<file path="config.mk">
export PLATFORM = sky130hd
export DESIGN_NAME = dm_wbuf_flat
export DESIGN_NICKNAME = d
export VERILOG_FILES = /design/src/rtl/dm_wbuf_if.sv /design/src/rtl/dm_wbuf.sv /design/src/flat_wrapper.sv
export SDC_FILE = /design/constraint.sdc
export NUM_CORES = 1
export LEC_CHECK = 0
export ABC_AREA = 1
export CAP_MARGIN = 20
export CORE_ASPECT_RATIO = 0.75
export CORE_MARGIN = 2
export CORE_UTILIZATION = 49
export CTS_CLUSTER_DIAMETER = 100
export DETAILED_ROUTE_END_ITERATION = 10
export GPL_ROUTABILITY_DRIVEN = 0
export PLACE_DENSITY = 0.86
export RECOVER_POWER = 25
export SETUP_SLACK_MARGIN = 0.05
export SYNTH_ARGS = -nofsm -noshare
export SYNTH_HDL_FRONTEND = slang
export SYNTH_SLANG_ARGS = --single-unit
</file>
<file path="constraint.sdc">
create_clock -name clock -period 3.5 [get_ports clock]
set_clock_uncertainty 0.05 [all_clocks]
set_input_delay 0.875 -clock clock [delete_from_list [all_inputs] [get_ports clock]]
set_output_delay 0.875 -clock clock [all_outputs]
set_load 0.02 [all_outputs]
</file>
<file path="src/rtl/dm_wbuf_if.sv">
// Core and memory request buses for the posted-store write buffer.
// A core request is taken on a rising edge where core_enable=1 and core_stall=0; a memory
// request is held stable until an edge where mem_ready=1, which completes it.
interface dm_wbuf_if;
  logic        core_enable;
  logic        core_read;
  logic        core_write;
  logic [11:0] core_address;
  logic [31:0] core_wdata;
  logic        core_stall;
  logic [31:0] core_rdata;
  logic        core_rvalid;
  logic        mem_enable;
  logic        mem_read;
  logic        mem_write;
  logic [11:0] mem_address;
  logic [31:0] mem_wdata;
  logic [31:0] mem_rdata;
  logic        mem_ready;

  modport slave (
    input  core_enable, core_read, core_write, core_address, core_wdata,
    input  mem_rdata, mem_ready,
    output core_stall, core_rdata, core_rvalid,
    output mem_enable, mem_read, mem_write, mem_address, mem_wdata
  );

  modport master (
    output core_enable, core_read, core_write, core_address, core_wdata,
    output mem_rdata, mem_ready,
    input  core_stall, core_rdata, core_rvalid,
    input  mem_enable, mem_read, mem_write, mem_address, mem_wdata
  );
endinterface

</file>
<file path="src/rtl/dm_wbuf.sv">
// Posted-store write buffer between core and data memory; loads take priority over drain.
// Define DM_WBUF_FORWARD_EN to build store-to-load forwarding from buffered entries.
module dm_wbuf #(
  parameter int DEPTH = 4
) (
  input  logic                       clock,
  input  logic                       reset,
  dm_wbuf_if.slave                   bus,
  output logic [1:0]                 dbg_state,
  output logic [$clog2(DEPTH+1)-1:0] dbg_count
);
  localparam int PW = $clog2(DEPTH);
  localparam int CW = $clog2(DEPTH + 1);

  typedef enum logic [1:0] {IDLE = 2'd0, WR_BUSY = 2'd1, RD_BUSY = 2'd2} state_t;

  state_t        state;
  logic [11:0]   addr_q [DEPTH];
  logic [31:0]   data_q [DEPTH];
  logic [PW-1:0] head;
  logic [PW-1:0] tail;
  logic [CW-1:0] count;

  logic        is_store;
  logic        is_load;
  logic        push;
  logic        pop;
  logic        full;
  logic        rd_done;
  logic        fwd_hit;
  logic [31:0] fwd_data;
  logic        load_go;

  assign is_store = bus.core_enable & bus.core_write;
  assign is_load  = bus.core_enable & bus.core_read & ~bus.core_write;
  assign pop      = (state == WR_BUSY) & bus.mem_ready;
  assign rd_done  = (state == RD_BUSY) & bus.mem_ready;
  assign full     = (count == CW'(DEPTH));
  // A full buffer still takes a store in the cycle its head retires.
  assign push     = is_store & (~full | pop);

`ifdef DM_WBUF_FORWARD_EN
  // Scan oldest to youngest so the youngest matching entry wins.
  always_comb begin
    fwd_hit  = 1'b0;
    fwd_data = '0;
    for (int i = 0; i < DEPTH; i++) begin
      if ((CW'(i) < count) && (addr_q[head + PW'(i)] == bus.core_address)) begin
        fwd_hit  = 1'b1;
        fwd_data = data_q[head + PW'(i)];
      end
    end
  end
  assign load_go = is_load & ~fwd_hit;
`else
  assign fwd_hit  = 1'b0;
  assign fwd_data = '0;
  // Without forwarding a load may only reach memory once every older store has drained.
  assign load_go  = is_load & (count == '0);
`endif

  assign bus.core_stall = ~reset & ((is_store & ~push) | (is_load & ~fwd_hit & ~rd_done));
  assign dbg_state      = state;
  assign dbg_count      = count;

  always_ff @(posedge clock) begin
    if (push) begin
      addr_q[tail] <= bus.core_address;
      data_q[tail] <= bus.core_wdata;
    end
  end

  always_ff @(posedge clock or posedge reset) begin
    if (reset) begin
      state           <= IDLE;
      head            <= '0;
      tail            <= '0;
      count           <= '0;
      bus.core_rdata  <= '0;
      bus.core_rvalid <= 1'b0;
      bus.mem_enable  <= 1'b0;
      bus.mem_read    <= 1'b0;
      bus.mem_write   <= 1'b0;
      bus.mem_address <= '0;
      bus.mem_wdata   <= '0;
    end else begin
      if (push) tail <= tail + 1'b1;
      if (pop)  head <= head + 1'b1;
      count <= count + CW'(push) - CW'(pop);

      bus.core_rvalid <= (is_load & fwd_hit) | rd_done;
      if (is_load & fwd_hit) bus.core_rdata <= fwd_data;
      else if (rd_done)      bus.core_rdata <= bus.mem_rdata;

      case (state)
        IDLE: begin
          if (load_go) begin
            state           <= RD_BUSY;
            bus.mem_enable  <= 1'b1;
            bus.mem_read    <= 1'b1;
            bus.mem_address <= bus.core_address;
            bus.mem_wdata   <= '0;
          end else if (count != '0) begin
            state           <= WR_BUSY;
            bus.mem_enable  <= 1'b1;
            bus.mem_write   <= 1'b1;
            bus.mem_address <= addr_q[head];
            bus.mem_wdata   <= data_q[head];
          end
        end
        WR_BUSY, RD_BUSY: begin
          if (bus.mem_ready) begin
            state           <= IDLE;
            bus.mem_enable  <= 1'b0;
            bus.mem_read    <= 1'b0;
            bus.mem_write   <= 1'b0;
            bus.mem_address <= '0;
            bus.mem_wdata   <= '0;
          end
        end
        default: state <= IDLE;
      endcase
    end
  end
endmodule
</file>
<file path="src/flat_wrapper.sv">
// flat-port wrapper written by rule: the top's interface ports become plain ports
module dm_wbuf_flat 
#(
  parameter int DEPTH = 4
)
  (clock, reset, dbg_state, dbg_count, bus_core_enable, bus_core_read, bus_core_write, bus_core_address, bus_core_wdata, bus_mem_rdata, bus_mem_ready, bus_core_stall, bus_core_rdata, bus_core_rvalid, bus_mem_enable, bus_mem_read, bus_mem_write, bus_mem_address, bus_mem_wdata);
  dm_wbuf_if bus_i ();
  input  logic clock;
  input  logic reset;
  output logic [1:0] dbg_state;
  output logic [$clog2(DEPTH+1)-1:0] dbg_count;
  input wire logic [$bits(bus_i.core_enable)-1:0] bus_core_enable;
  input wire logic [$bits(bus_i.core_read)-1:0] bus_core_read;
  input wire logic [$bits(bus_i.core_write)-1:0] bus_core_write;
  input wire logic [$bits(bus_i.core_address)-1:0] bus_core_address;
  input wire logic [$bits(bus_i.core_wdata)-1:0] bus_core_wdata;
  input wire logic [$bits(bus_i.mem_rdata)-1:0] bus_mem_rdata;
  input wire logic [$bits(bus_i.mem_ready)-1:0] bus_mem_ready;
  output wire logic [$bits(bus_i.core_stall)-1:0] bus_core_stall;
  output wire logic [$bits(bus_i.core_rdata)-1:0] bus_core_rdata;
  output wire logic [$bits(bus_i.core_rvalid)-1:0] bus_core_rvalid;
  output wire logic [$bits(bus_i.mem_enable)-1:0] bus_mem_enable;
  output wire logic [$bits(bus_i.mem_read)-1:0] bus_mem_read;
  output wire logic [$bits(bus_i.mem_write)-1:0] bus_mem_write;
  output wire logic [$bits(bus_i.mem_address)-1:0] bus_mem_address;
  output wire logic [$bits(bus_i.mem_wdata)-1:0] bus_mem_wdata;
  assign bus_i.core_enable = bus_core_enable;
  assign bus_i.core_read = bus_core_read;
  assign bus_i.core_write = bus_core_write;
  assign bus_i.core_address = bus_core_address;
  assign bus_i.core_wdata = bus_core_wdata;
  assign bus_i.mem_rdata = bus_mem_rdata;
  assign bus_i.mem_ready = bus_mem_ready;
  assign bus_core_stall = bus_i.core_stall;
  assign bus_core_rdata = bus_i.core_rdata;
  assign bus_core_rvalid = bus_i.core_rvalid;
  assign bus_mem_enable = bus_i.mem_enable;
  assign bus_mem_read = bus_i.mem_read;
  assign bus_mem_write = bus_i.mem_write;
  assign bus_mem_address = bus_i.mem_address;
  assign bus_mem_wdata = bus_i.mem_wdata;
  dm_wbuf #(.DEPTH(DEPTH)) u_core (.clock(clock), .reset(reset), .bus(bus_i), .dbg_state(dbg_state), .dbg_count(dbg_count));
endmodule
</file>
==> metrics.md <==
| Metric | Value |
|---|---|
| Status | `finished, final reports clean` |
| CTS buffer count | `26` |
| Fin. max-slew vios | `0` |
| Total number of vias | `7,933` |
| Critical setup path kind | `in2out` |
| Pwr dens | `803 nW/µm²` |
| Clk Latency, worst-skew pair | `between 0.5 and 0.6 ns` |
| DRC Markers | `0` |
| Max-cap violations | `0` |
| Number of global-route vias before repair | `8,157` |
| Critical-path top delay cell | `clkdlybuf4s50_1` |
| Leak | `6.34 nW` |
| Most common cell after layout, fill and taps aside | `nand2_1` |
| Hold Path Depth | `2` |
| Fin crit share | `87.3%` |
| CP startpoint kind | `primary input` |
| CTS H-Tree Depth | `1` |
| TritonCTS clock tree | `built` |
| Synthesized area | `11,100 µm²` |
| FP Rows | `47` |
| Fmax | `about 330 MHz` |
| Worst path depth | `6` |
| Synth Register Bits | `roughly 270` |
| Crit-path max cell delay | `between 0.4 and 0.5 ns` |
| Port Buffers | `167` |
| Hold Startpoint | `u_core.bus.core_rdata[17]` |
| Unique cell type count in the Yosys netlist | `25` |
| DPL Wire Length | `15,500 µm` |
| CTS Sinks | `265` |
| Via density | `4.98` |
| GRT Residual Overflow | `0` |
| Initial antenna violation count | `5` |
| Setup TNS | `0 ns` |
| Worst path required time | `2.57 ns` |
| Fillers | `1,725` |
| Setup ws final | `0.446 ns` |
| Top Family by Delay on Critical Path | `buffers and inverters` |
| DR pass1 iterations | `5` |
| Hold Crit Class | `reg2reg` |
| Synth top area cells | `edfxtp_1 48%, dfrtp_1 20%, nand2_1 18%` |
| CTS Hold Bufs | `0` |
| Most frequent cells in the layout | `530 x nand2_1, 176 x edfxtp_1, 133 x inv_1, 126 x clkdlybuf4s50_1, 87 x dfrtp_1` |
| Initial core utilization | `50.1%` |
| Biggest area consumer among synthesized cells | `edfxtp_1` |
| Total GRT Usage | `21.7%` |
| Share of the synthesized area in the top cell type | `47.7%` |
| Worst VDD drop | `576 µV` |
| Worst-path maximum fanout | `3` |
| Drt initial violations | `510` |
| Post-synthesis cell count | `1,110` |
| Area Growth Syn to Fin | `26.0%` |
| Mapped Nets | `1,203` |
| CP startpoint | `bus_mem_ready` |
| Core area | `22,100 µm²` |
| Root Buffer | `clkbuf_16` |
| Wire length of the first global-routing pass | `40,800 µm` |
| CTS max path bufs | `3` |
| Routed Antenna Nets | `0` |
| FF-to-FF Start | `u_core.dbg_state[1]` |
| Largest net degree at the start of global routing | `90` |
| Clock period minus worst slack | `3.05 ns` |
| DP Worst Slack | `0.0907 ns` |
| Post-CTS Resized | `0` |
| Cells along the critical path | `clkdlybuf4s50_1, nand2_1, nand3_1, nand3b_1, a21oi_1, dlymetal6s2s_1` |
| Slew margin rel. | `34.5%` |
| Die area | `23,800 µm²` |
| Nets | `1,368` |
| Hold Vio Cnt, Final | `0` |
| Die span in y | `134 µm` |
| Register area share after synthesis | `between 60 and 70%` |
| I/O Pins | `168` |
| Mapped Avg Cell Area | `roughly 10 µm²` |
| RSZ-0062 raised after global routing | `false` |
| Setup repair bufs after CTS | `0` |
| Yosys warning count | `0` |
| Layout cells sized above 1 | `approximately 5.4%` |
| Reg2Reg Depth | `7` |
| Die width | `around 180 µm` |
| Tightest Pin Transition | `0.982 ns` |
| Worst EP arrival | `2.13 ns` |
| Final WL | `25,600 µm` |
| Tot Pwr | `~0.011 W` |
| Setup-failing EPs final | `0` |
| Worst Path Buf+Inv | `2` |
| WL per Instance | `16.1 µm` |
| Clk slew on worst S/H paths | `0.06 ns` |
| Critical Path End Type | `primary output` |
## power breakdown
| part | leakage, nW | internal [W] | switching [W] |
|---|---|---|---|
| Combinational | 3.22 | 0.00159 | 0.00266 |
| Clock | 0.396 | 0.00153 | 0.00112 |
| Sequential | 2.73 | 0.00401 | 0.000292 |
## Yosys cell counts, drive strengths merged
library cell and n:
a22oi 1, nand3 60, o21ai 5, nand3b 1, ha 10, inv 136, clkinv 1, xor2 2
dfrtp 89, nor2 11, xnor2 2, o21bai 1, nand2 531, fa 1, clkbuf 18, buf 30
a21oi 35, edfxtp 176
## cell families after synthesis
family,synth area share [%]
and+or+nand+nor,21.4
DFF,67.8
xor gates and xnor gates,0.316
adders and majority gates,1.31
buffers and inverters,7.05
AOI/OAI and AO/OA,2.04
## worst reg2reg max path, delay by kind of cell (launching register included)
kind / cells / cell delay [ns]
buffers and inverters: 2 / 0.35
flip-flops: 1 / 0.41
adder cells (fa/ha/maj): 1 / 0.17
AND/OR/NAND/NOR: 4 / 1.15
## routing by layer
layer	GRT usage [%]	wire length, µm	up-vias
met5	0	0	-
li1	-	-	3812
met3	3.51	1290	42
met4	7.15	540	0
met2	38.1	13000	240
met1	27.5	10800	3839
## final timing paths
check	end	slack, ns
worst max-delay path	bus_core_stall	0.45
worst min-delay path	u_core.bus.core_rdata[17]	0.43
worst max register to register	u_core.data_q[2][25]	1.04
worst min register to register	u_core.bus.core_rdata[17]	0.43
max in group asynchronous	u_core.bus.mem_wdata[25]	1.96
min in group asynchronous	u_core.bus.core_rdata[16]	0.76
## final cells by class
type	count	area [µm²]	share of cell area, %
flip-flops and latches	265	7520	53.9
multi-input cells	660	2810	20.2
repair buffers	185	1920	13.7
clock buffers	38	737	5.28
inverters	137	517	3.70
well taps	294	368	2.64
clock inverters	9	66.3	0.475
diodes	6	15.0	0.108
## stage by stage
step | area [µm²] | util (%) | hold WS [ns] | instances
floorplan | 11100 | - | 0.530 | 1110
global placement | 13100 | 59.2 | 0.411 | 1540
detailed placement | 13100 | 59.2 | 0.414 | 1540
CTS | 13900 | 62.9 | 0.431 | 1587
global route | 13900 | 63.1 | 0.442 | 1592
finish | 13900 | 63.1 | 0.425 | 1594
## registers in the layout (all words and copies together), names as in the netlist, 3 cells and up
signal / count
u_core.addr_q: 48
u_core.dbg_count: 3
u_core.data_q: 128
u_core.bus.mem_address: 12
u_core.bus.mem_wdata: 32
u_core.bus.core_rdata: 32
Power figures use the tool's default switching activity.
